--- src/rtl/mm_pkg.sv ---
// Shared parameters and types for the 8x8 tiled matrix multiply datapath.
package mm_pkg;

  localparam int unsigned DIM    = 8;
  localparam int unsigned DATA_W = 8;
  localparam int unsigned ACC_W  = 19;
  localparam int unsigned ADDR_W = 8;
  localparam int unsigned TILE   = 2;
  localparam int unsigned IDX_W  = $clog2(DIM);
  localparam int unsigned K_W    = $clog2(DIM);
  localparam int unsigned PROD_W = 2 * DATA_W;

  typedef struct packed {
    logic [IDX_W-1:0] i;
    logic [IDX_W-1:0] j;
  } tile_coord_t;

  // Row-major C memory address of element (row, col).
  function automatic logic [ADDR_W-1:0] c_addr_of(input logic [IDX_W-1:0] row,
                                                  input logic [IDX_W-1:0] col);
    return ADDR_W'(row) * ADDR_W'(DIM) + ADDR_W'(col);
  endfunction

endpackage

--- src/rtl/mac_cell.sv ---
// One signed multiply-accumulate lane; sum_c is the value the accumulator takes this cycle.
module mac_cell
  import mm_pkg::*;
(
  input  logic                     clk,
  input  logic                     reset,
  input  logic                     en_i,
  input  logic                     load_i,
  input  logic signed [DATA_W-1:0] a_i,
  input  logic signed [DATA_W-1:0] b_i,
  output logic signed [ACC_W-1:0]  sum_c
);

  logic signed [PROD_W-1:0] prod;
  logic signed [ACC_W-1:0]  prod_ext;
  logic signed [ACC_W-1:0]  acc_q;

  assign prod     = a_i * b_i;
  assign prod_ext = {{(ACC_W-PROD_W){prod[PROD_W-1]}}, prod};
  // First k of a tile loads the product so no stale sum leaks in.
  assign sum_c    = load_i ? prod_ext : acc_q + prod_ext;

  always_ff @(posedge clk or posedge reset) begin
    if (reset) begin
      acc_q <= '0;
    end else if (en_i) begin
      acc_q <= sum_c;
    end
  end

endmodule

--- src/rtl/mac2x2_c_writer.sv ---
// Accumulates 2x2 C tiles over k and drains each finished tile into C memory as four writes.
module mac2x2_c_writer
  import mm_pkg::*;
(
  input  logic                     clk,
  input  logic                     reset,
  input  logic                     in_valid,
  input  logic signed [DATA_W-1:0] a1,
  input  logic signed [DATA_W-1:0] a2,
  input  logic signed [DATA_W-1:0] b1,
  input  logic signed [DATA_W-1:0] b2,
  output logic                     c_we,
  output logic [ADDR_W-1:0]        c_addr,
  output logic signed [ACC_W-1:0]  c_data,
  output logic                     busy,
  output logic                     done
);

  logic [K_W-1:0]           k_q, k_d;
  tile_coord_t              tile_q, tile_d, tile_next;
  tile_coord_t              base_q, base_d;
  logic                     fin_q, fin_d;
  logic                     drain_act_q, drain_act_d;
  logic [1:0]               drain_idx_q, drain_idx_d;
  logic signed [ACC_W-1:0]  drain_q [4];
  logic signed [ACC_W-1:0]  drain_d [4];
  logic                     last_wr_q, last_wr_d;
  logic                     c_we_q, c_we_d;
  logic [ADDR_W-1:0]        c_addr_q, c_addr_d;
  logic signed [ACC_W-1:0]  c_data_q, c_data_d;
  logic                     busy_q, busy_d;
  logic                     done_q, done_d;

  logic                     accept, load, capture, last_tile;
  logic signed [ACC_W-1:0]  sum_c [4];

  // Once the final tile is captured, further operands are ignored.
  assign accept    = in_valid & ~fin_q;
  assign load      = (k_q == '0);
  assign capture   = accept & (k_q == K_W'(DIM - 1));
  assign last_tile = (tile_q.i == IDX_W'(DIM - TILE)) & (tile_q.j == IDX_W'(DIM - TILE));

  mac_cell u_mac00 (.clk(clk), .reset(reset), .en_i(accept), .load_i(load), .a_i(a1), .b_i(b1), .sum_c(sum_c[0]));
  mac_cell u_mac01 (.clk(clk), .reset(reset), .en_i(accept), .load_i(load), .a_i(a1), .b_i(b2), .sum_c(sum_c[1]));
  mac_cell u_mac10 (.clk(clk), .reset(reset), .en_i(accept), .load_i(load), .a_i(a2), .b_i(b1), .sum_c(sum_c[2]));
  mac_cell u_mac11 (.clk(clk), .reset(reset), .en_i(accept), .load_i(load), .a_i(a2), .b_i(b2), .sum_c(sum_c[3]));

  // Tile walk: j inner, i outer, both by TILE.
  always_comb begin
    tile_next = tile_q;
    if (tile_q.j == IDX_W'(DIM - TILE)) begin
      tile_next.j = '0;
      tile_next.i = tile_q.i + IDX_W'(TILE);
    end else begin
      tile_next.j = tile_q.j + IDX_W'(TILE);
    end
  end

  always_comb begin
    k_d         = k_q;
    tile_d      = tile_q;
    base_d      = base_q;
    fin_d       = fin_q;
    drain_act_d = drain_act_q;
    drain_idx_d = drain_idx_q;
    drain_d     = drain_q;
    last_wr_d   = 1'b0;
    c_we_d      = 1'b0;
    c_addr_d    = c_addr_q;
    c_data_d    = c_data_q;
    done_d      = done_q | last_wr_q;

    if (accept) begin
      k_d = capture ? '0 : k_q + K_W'(1);
    end

    if (capture) begin
      // Element (i,j) is written straight from the adders; the other three wait in the buffer.
      tile_d      = tile_next;
      base_d      = tile_q;
      fin_d       = last_tile;
      drain_d     = sum_c;
      drain_act_d = 1'b1;
      drain_idx_d = 2'd1;
      c_we_d      = 1'b1;
      c_addr_d    = c_addr_of(tile_q.i, tile_q.j);
      c_data_d    = sum_c[0];
    end else if (drain_act_q) begin
      c_we_d      = 1'b1;
      c_addr_d    = c_addr_of(base_q.i + IDX_W'(drain_idx_q[1]), base_q.j + IDX_W'(drain_idx_q[0]));
      c_data_d    = drain_q[drain_idx_q];
      drain_idx_d = drain_idx_q + 2'd1;
      if (drain_idx_q == 2'd3) begin
        drain_act_d = 1'b0;
        last_wr_d   = fin_q;
      end
    end

    busy_d = (k_d != '0) | c_we_d;
  end

  always_ff @(posedge clk or posedge reset) begin
    if (reset) begin
      k_q         <= '0;
      tile_q      <= '0;
      base_q      <= '0;
      fin_q       <= 1'b0;
      drain_act_q <= 1'b0;
      drain_idx_q <= '0;
      for (int n = 0; n < 4; n++) drain_q[n] <= '0;
      last_wr_q   <= 1'b0;
      c_we_q      <= 1'b0;
      c_addr_q    <= '0;
      c_data_q    <= '0;
      busy_q      <= 1'b0;
      done_q      <= 1'b0;
    end else begin
      k_q         <= k_d;
      tile_q      <= tile_d;
      base_q      <= base_d;
      fin_q       <= fin_d;
      drain_act_q <= drain_act_d;
      drain_idx_q <= drain_idx_d;
      drain_q     <= drain_d;
      last_wr_q   <= last_wr_d;
      c_we_q      <= c_we_d;
      c_addr_q    <= c_addr_d;
      c_data_q    <= c_data_d;
      busy_q      <= busy_d;
      done_q      <= done_d;
    end
  end

  assign c_we   = c_we_q;
  assign c_addr = c_addr_q;
  assign c_data = c_data_q;
  assign busy   = busy_q;
  assign done   = done_q;

`ifndef SYNTHESIS
  // A tile cannot complete while the previous tile is still draining.
  assert property (@(posedge clk) disable iff (reset) !(capture && drain_act_q))
    else $error("tile capture while drain active");
`endif

endmodule

--- config.mk ---
export PLATFORM = sky130hd
export DESIGN_NAME = mac2x2_c_writer
export DESIGN_NICKNAME = d
export VERILOG_FILES = /design/src/rtl/mm_pkg.sv /design/src/rtl/mac_cell.sv /design/src/rtl/mac2x2_c_writer.sv
export SDC_FILE = /design/constraint.sdc
export NUM_CORES = 1
export LEC_CHECK = 0
export CORE_UTILIZATION = 45
export DETAILED_ROUTE_END_ITERATION = 8
export GPL_TIMING_DRIVEN = 1
export SETUP_SLACK_MARGIN = 0.5
export SLEW_MARGIN = 20
export SYNTH_ARGS = -nofsm -noshare
export SYNTH_HDL_FRONTEND = slang
export SYNTH_SLANG_ARGS = --single-unit
--- constraint.sdc ---
create_clock -name clk -period 8.4 [get_ports clk]
set_input_delay 1.68 -clock clk [delete_from_list [all_inputs] [get_ports clk]]
set_output_delay 1.68 -clock clk [all_outputs]
set_load 0.05 [all_outputs]
==> results of run 1 <==
-- final cells by class --
cell class / instances / area share [%]
clock buffers: 18 / 1.796
flip-flops and latches: 196 / 20.05
inverters: 320 / 4.942
multi-input cells: 1800 / 63.69
well taps: 615 / 3.146
clock inverters: 14 / 0.5934
repair buffers: 157 / 5.765
diodes: 1 / 0.01023
-- per-stage QoR --
step           TNS [ns]  cells  hold slack (ns)  utilization [%]  setup WS, ns
2_1_floorplan         0   2417           0.4133                -        0.8244
3_3_place_gp          0   3085           0.4461            49.35       0.07549
3_5_place_dp    -0.2258   3085           0.4311            49.35      -0.09366
4_1_cts               0   3117           0.4496            50.60        0.4961
5_1_grt               0   3120           0.4665            51.11        0.4853
6_report              0   3121           0.4453            51.12        0.7289
-- per-layer routing --
layer / up-vias / global-route usage, % / routed length (µm)
met4: 0 / 4.983 / 748
met1: 8393 / 34.02 / 27550
li1: 8119 / - / -
met2: 297 / 39.23 / 27070
met3: 36 / 2.275 / 1992
met5: - / 0 / 0
-- registers in the layout, indices dropped and copies added, names as in the netlist --
register / flops
busy: 1
k_q: 3
fin_q: 1
last_wr_q: 1
done: 1
u_mac11.acc_q: 19
u_mac10.acc_q: 19
c_addr: 6
base_q: 4
tile_q: 4
drain_q: 76
drain_act_q: 1
drain_idx_q: 2
c_we: 1
u_mac01.acc_q: 19
u_mac00.acc_q: 19
c_data: 19
-- worst max-delay path: cells and delay by family --
family                     cells  cell delay [ns]
adders and majority gates      6             2.64
AOI/OAI and AO/OA             11             2.32
buffers and inverters          6             0.93
xor gates and xnor gates       1             0.30
and+or+nand+nor                1             0.17
-- cells in the mapped netlist (17+ instances only) --
library cell	number
inv_1	319
nand2_1	284
fa_1	224
dfrtp_1	196
ha_1	196
o21ai_0	186
and2_1	173
nor2_1	118
a21oi_1	114
xnor2_1	86
clkbuf_1	84
a21o_1	42
mux2i_1	37
a211oi_1	29
xor2_1	28
nor3_1	24
and3_1	19
mux4_2	19
o21bai_1	19
nand3_1	17
-- what timing repair did --
item	CTS	global route
pin swaps	0	7
buffers inserted	0	3
endpoints found under the setup margin	7	37
resized for setup	3	47
hold buffers	0	0
-- worst min path at each step --
stage	cells after the start	endpoint	slack [ns]
detailed placement	1	done	0.43
global placement	1	done	0.45
floorplan	1	done	0.41
global route	1	done	0.47
CTS	1	done	0.45
finish	1	done	0.45
-- cells by family after synthesis --
group                      synth area share [%]
DFF                                       22.43
xor gates and xnor gates                  4.788
AOI/OAI and AO/OA                         14.27
muxes                                     3.959
buffers and inverters                     7.386
adders and majority gates                 31.72
and+or+nand+nor                           15.44
other                                   0.01715
==> metrics.md, run 1 <==
| Metric | Value |
|---|---|
| Layout cells sized above 1 | `8.862%` |
| Die width | `222.5 µm` |
| Critical R2R Capture | `drain_q[56]` |
| Clock Skews | `0.01273 ns` |
| Outcome | `finished, final reports clean` |
| 1st-pass router iterations | `5` |
| Total global-route track usage | `23.79%` |
| CP max stage delay | `0.53 ns` |
| Max-slew violation count | `0` |
| Post-DP HPWL | `45.93 mm` |
| H-tree levels | `4` |
| Post-Syn Area | `0.02187 mm²` |
| Leading post-synthesis cells by cell area | `dfrtp_1 (22%), fa_1 (21%), ha_1 (11%), inv_1 (5.5%), and2_1 (4.9%)` |
| Row count | `80` |
| Die area | `0.04949 mm²` |
| Syn avg cell area | `9.053 µm²` |
| Clock-pin slew on the worst setup and hold paths | `0.08 ns` |
| Initial antenna violation count | `1` |
| Multi-input gate area | `0.01558 mm²` |
| Commonest non-fill, non-tap cell in the layout | `inv_1` |
| Critical Path AT | `8.05 ns` |
| Final period utilization | `91.32%` |
| CTS Buf Count | `17` |
| # fillers | `4490` |
| DR vias/cell | `5.397` |
| CTS tree | `yes` |
| HP Class | `flip-flop to flip-flop` |
| RSZ-0062 raised after global routing | `false` |
| Avg WL per Cell | `18.38 µm` |
| Detailed Route Iter0 Violations | `974` |
| Max Freq | `130.4 MHz` |
| Core area | `0.04785 mm²` |
| First-pass GRT wire length | `92.25 mm` |
| Worst path slowest cell | `clkdlybuf4s50_1` |
| Post-synth EDFFs | `0` |
| Post-Route WL | `57.36 mm` |
| Routed via count | `16850` |
| MaxCap Viol Count | `0` |
| # DRC | `0` |
| Final setup viols | `0` |
| Largest net degree at the start of global routing | `141` |
| Startpoint class of the critical path | `input port` |
| R2R Path Start | `u_mac01.acc_q[0]` |
| Placed cell area | `0.02361 mm²` |
| Die outline height | `222.5 µm` |
| I/O pin total | `65` |
| Crit end category | `flip-flop` |
| Crit Path Max Fanout | `15` |
| Port bufs | `62` |
| Starting density of the core | `45.71%` |
| Register area | `0.004905 mm²` |
| Most frequent cells in the layout | `inv_1 (317), nand2_1 (283), fa_1 (223), dfrtp_1 (196), ha_1 (191)` |
| Gpl congestion | `0.8558` |
| Area Overhead vs Synth | `11.83%` |
| # nets final | `2947` |
| Critical path endpoint | `u_mac11.acc_q[18]` |
| Cell variety after synth | `84` |
| Number of failing hold endpoints at the final stage | `0` |
| Rel. slew slack | `27.10%` |
| Clock root buffer | `clkbuf_16` |
| Post-route cell area | `0.02446 mm²` |
| #FFs+latches synth | `196` |
| Total grt overflow | `0` |
| Sequential element share of the synthesized area | `22.43%` |
| Vias in the first global route | `16880` |
| Worst-skew pair later-pin latency | `0.46 ns` |
| Crit path required time | `8.78 ns` |
| Clock tree buffer depth | `2` |
| Crit path time final | `7.671 ns` |
| Post-synth top area cell | `dfrtp_1` |
| Worst hold start | `last_wr_q` |
| Primary FF master, synth | `dfrtp_1` |
| Worst setup path start | `b2[0]` |
| Mapped Cells | `2416` |
| Top-area cell type share of the netlist area | `22.43%` |
| Worst r2r path cells | `11` |
| Ys async rst share | `100.0%` |
| Worst-Margin Slew | `1.089 ns` |
| CP Class | `input port to flip-flop` |
| ANT nets after route | `0` |
| Synth warn | `0` |
| Flop2flop setup slack | `5.07 ns` |
| Clock Sinks | `196` |
Power of run 1 is left out: the tool's default activity adds up to more than one toggle a clock period on the data nets, which glitch-free logic cannot reach.
==> run 2, diff against run 1 <==
CORE_MARGIN = 2   (was not set)
==> run 2 against run 1 <==
Non-clock buffer count is 3 higher. Cell count hardly changed. Hold slack worse by 0.0025 ns. Critical path depth is 1 higher. Worst setup slack better by 0.024 ns. Fmax is 0.31% higher. Via count hardly changed. Clock skew hardly changed. Critical endpoint is now u_mac00.acc_q[18]. Routed wire length hardly changed. Final area is 0.31% lower.
==> metrics.md, run 2 (same netlist as run 1, synthesis figures left out) <==
| Metric | Value |
|---|---|
| Outcome | `finished, final reports clean (unchanged)` |
| HP Class | `flip-flop to flip-flop (unchanged)` |
| Hold_buf cts | `0 (unchanged)` |
| Clock Skews | `0.01271 ns (was 0.01273 ns)` |
| Core area | `0.04785 mm² (unchanged)` |
| Top reg by flops | `drain_q (unchanged)` |
| Post-Route WL | `57.36 mm (about the same)` |
| PnR worst setup slack | `0.7528 ns (was 0.7289 ns)` |
| Worst-skew pair later-pin latency | `0.46 ns (about the same)` |
| Critical Path AT | `7.99 ns (was 8.05 ns)` |
| Final setup viols | `0 (unchanged)` |
| Worst path slowest cell | `fa_1 (was clkdlybuf4s50_1)` |
| DR vias/cell | `5.393 (was 5.397)` |
| Crit end category | `flip-flop (unchanged)` |
| Crit path time final | `7.647 ns (was 7.671 ns)` |
| Gpl congestion | `0.8775 (was 0.8558)` |
| Max reg flops | `76 (unchanged)` |
| Port bufs | `62 (unchanged)` |
| Kind of cell adding the most delay to the critical path | `adder cells (unchanged)` |
| 1st-pass router iterations | `5 (unchanged)` |
| CP max stage delay | `0.47 ns (was 0.53 ns)` |
| Worst-Margin Slew | `1.172 ns (was 1.089 ns)` |
| Largest net degree at the start of global routing | `126 (was 141)` |
| H-tree levels | `4 (unchanged)` |
| Dpl cells | `3087 (was 3085)` |
| Commonest non-fill, non-tap cell in the layout | `inv_1 (unchanged)` |
| Max Freq | `130.8 MHz (was 130.4 MHz)` |
| First-pass GRT wire length | `92.72 mm (was 92.25 mm)` |
| Register area | `0.004905 mm² (unchanged)` |
| CTS Buf Count | `17 (unchanged)` |
| Total negative setup slack | `0 ns (unchanged)` |
| Rel. slew slack | `21.55% (was 27.10%)` |
| CTS tree | `yes (unchanged)` |
| Detailed Route Iter0 Violations | `1065 (was 974)` |
| Total global-route track usage | `23.39% (was 23.79%)` |
| Row count | `80 (unchanged)` |
| Final period utilization | `91.04% (was 91.32%)` |
| Vias in the first global route | `16840 (was 16880)` |
| N_diodes | `0 (was 1)` |
| Die area | `0.05038 mm² (was 0.04949 mm²)` |
| Clock root buffer | `clkbuf_16 (unchanged)` |
| Total grt overflow | `0 (unchanged)` |
| Worst slack, placed | `0.02594 ns (was -0.09366 ns)` |
| Avg WL per Cell | `18.37 µm (was 18.38 µm)` |
| Max-slew violation count | `0 (unchanged)` |
| Crit Path Max Fanout | `11 (was 15)` |
| Layout cells sized above 1 | `8.612% (was 8.862%)` |
| CP Class | `input port to flip-flop (unchanged)` |
| RSZ-0062 raised after global routing | `false (unchanged)` |
| Clock-pin slew on the worst setup and hold paths | `0.08 ns (about the same)` |
| Crit path required time | `8.75 ns (was 8.78 ns)` |
| I/O pin total | `65 (unchanged)` |
| MaxCap Viol Count | `0 (unchanged)` |
| Startpoint class of the critical path | `input port (unchanged)` |
| Die width | `224.5 µm (was 222.5 µm)` |
| ANT nets after route | `0 (unchanged)` |
| Most frequent cells in the layout | `inv_1 (316), nand2_1 (283), fa_1 (223), dfrtp_1 (196), ha_1 (193) (was inv_1 (317), nand2_1 (283), fa_1 (223), dfrtp_1 (196), ha_1 (191))` |
| Clock tree buffer depth | `2 (unchanged)` |
| Number of failing hold endpoints at the final stage | `0 (unchanged)` |
| Buf+Inv Stages, Crit Path | `6 (unchanged)` |
| Multi-input gate area | `0.01549 mm² (was 0.01558 mm²)` |
| # DRC | `0 (unchanged)` |
| Clock Sinks | `196 (unchanged)` |
| Starting density of the core | `45.71% (unchanged)` |
| Initial antenna violation count | `1 (unchanged)` |
| Post-DP HPWL | `45.77 mm (was 45.93 mm)` |
| Final Non-Filler Cells | `3123 (was 3121)` |
| Area Overhead vs Synth | `11.49% (was 11.83%)` |
| Hold WS | `0.4429 ns (was 0.4453 ns)` |
| # fillers | `4522 (was 4490)` |
| Routed via count | `16840 (was 16850)` |
| Die outline height | `224.5 µm (was 222.5 µm)` |
| # nets final | `2950 (was 2947)` |
run 2: cell count changes in the layout (fill, tap and decap cells not counted), moves of 4 or more:
| cell | change |
|---|---|
| buf_4 | +4 |
| xnor2_2 | -4 |
| xnor2_1 | +4 |
| o21ai_1 | +4 |
run 2: final timing paths:
check	from	endpoint	slack, ns	cells after the start
worst max-delay path	a1[4]	u_mac00.acc_q[18]	0.75	26
worst min-delay path	last_wr_q	done	0.44	1
worst max register to register	u_mac01.acc_q[0]	drain_q[56]	5.02	11
worst min register to register	last_wr_q	done	0.44	1
max in group asynchronous	reset	drain_q[61]	5.02	3
min in group asynchronous	reset	c_addr[4]	1.80	2
run 2: layer usage:
metal | part of all wire, % | wire [µm] | global-route usage (%) | vias to the layer above
li1 | - | - | - | 8132
met3 | 3.8 | 2186 | 2.221 | 61
met2 | 46 | 26590 | 38.28 | 334
met4 | 2.2 | 1270 | 5.747 | 0
met5 | 0 | 0 | 0 | -
met1 | 48 | 27310 | 33.56 | 8316
run 2: area by class of cell:
class                   instances  share of cell area, %
inverters                     320                  4.972
clock buffers                  19                  1.817
repair buffers                160                  5.814
clock inverters                13                 0.5798
multi-input cells            1800                  63.55
well taps                     615                  3.156
flip-flops and latches        196                  20.11
run 2: repair_timing:
action | in CTS | in global routing
setup endpoints to repair | 0 | 40
setup buffers | 0 | 4
resized for setup | 0 | 43
run 2: stage by stage:
stage | util [%] | instance area [µm²]
6_report | 50.96 | 24380
5_1_grt | 50.96 | 24380
4_1_cts | 50.58 | 24200
3_5_place_dp | 49.36 | 23620
3_3_place_gp | 49.36 | 23620
2_1_floorplan | - | 21870
Power of run 2 is left out for the same reason.
==> run 3, diff against run 2 <==
--- a/config.mk
+++ b/config.mk
@@ -7,3 +7,2 @@
 export LEC_CHECK = 0
-export CORE_MARGIN = 2
 export CORE_UTILIZATION = 45
--- a/constraint.sdc
+++ b/constraint.sdc
@@ -3,2 +3,2 @@
 set_output_delay 1.68 -clock clk [all_outputs]
-set_load 0.05 [all_outputs]
+set_load 0.005 [all_outputs]
==> results of run 3 <==
Final layout, timing and power as in run 1 (identical DEF).
Power of run 3 is left out for the same reason.
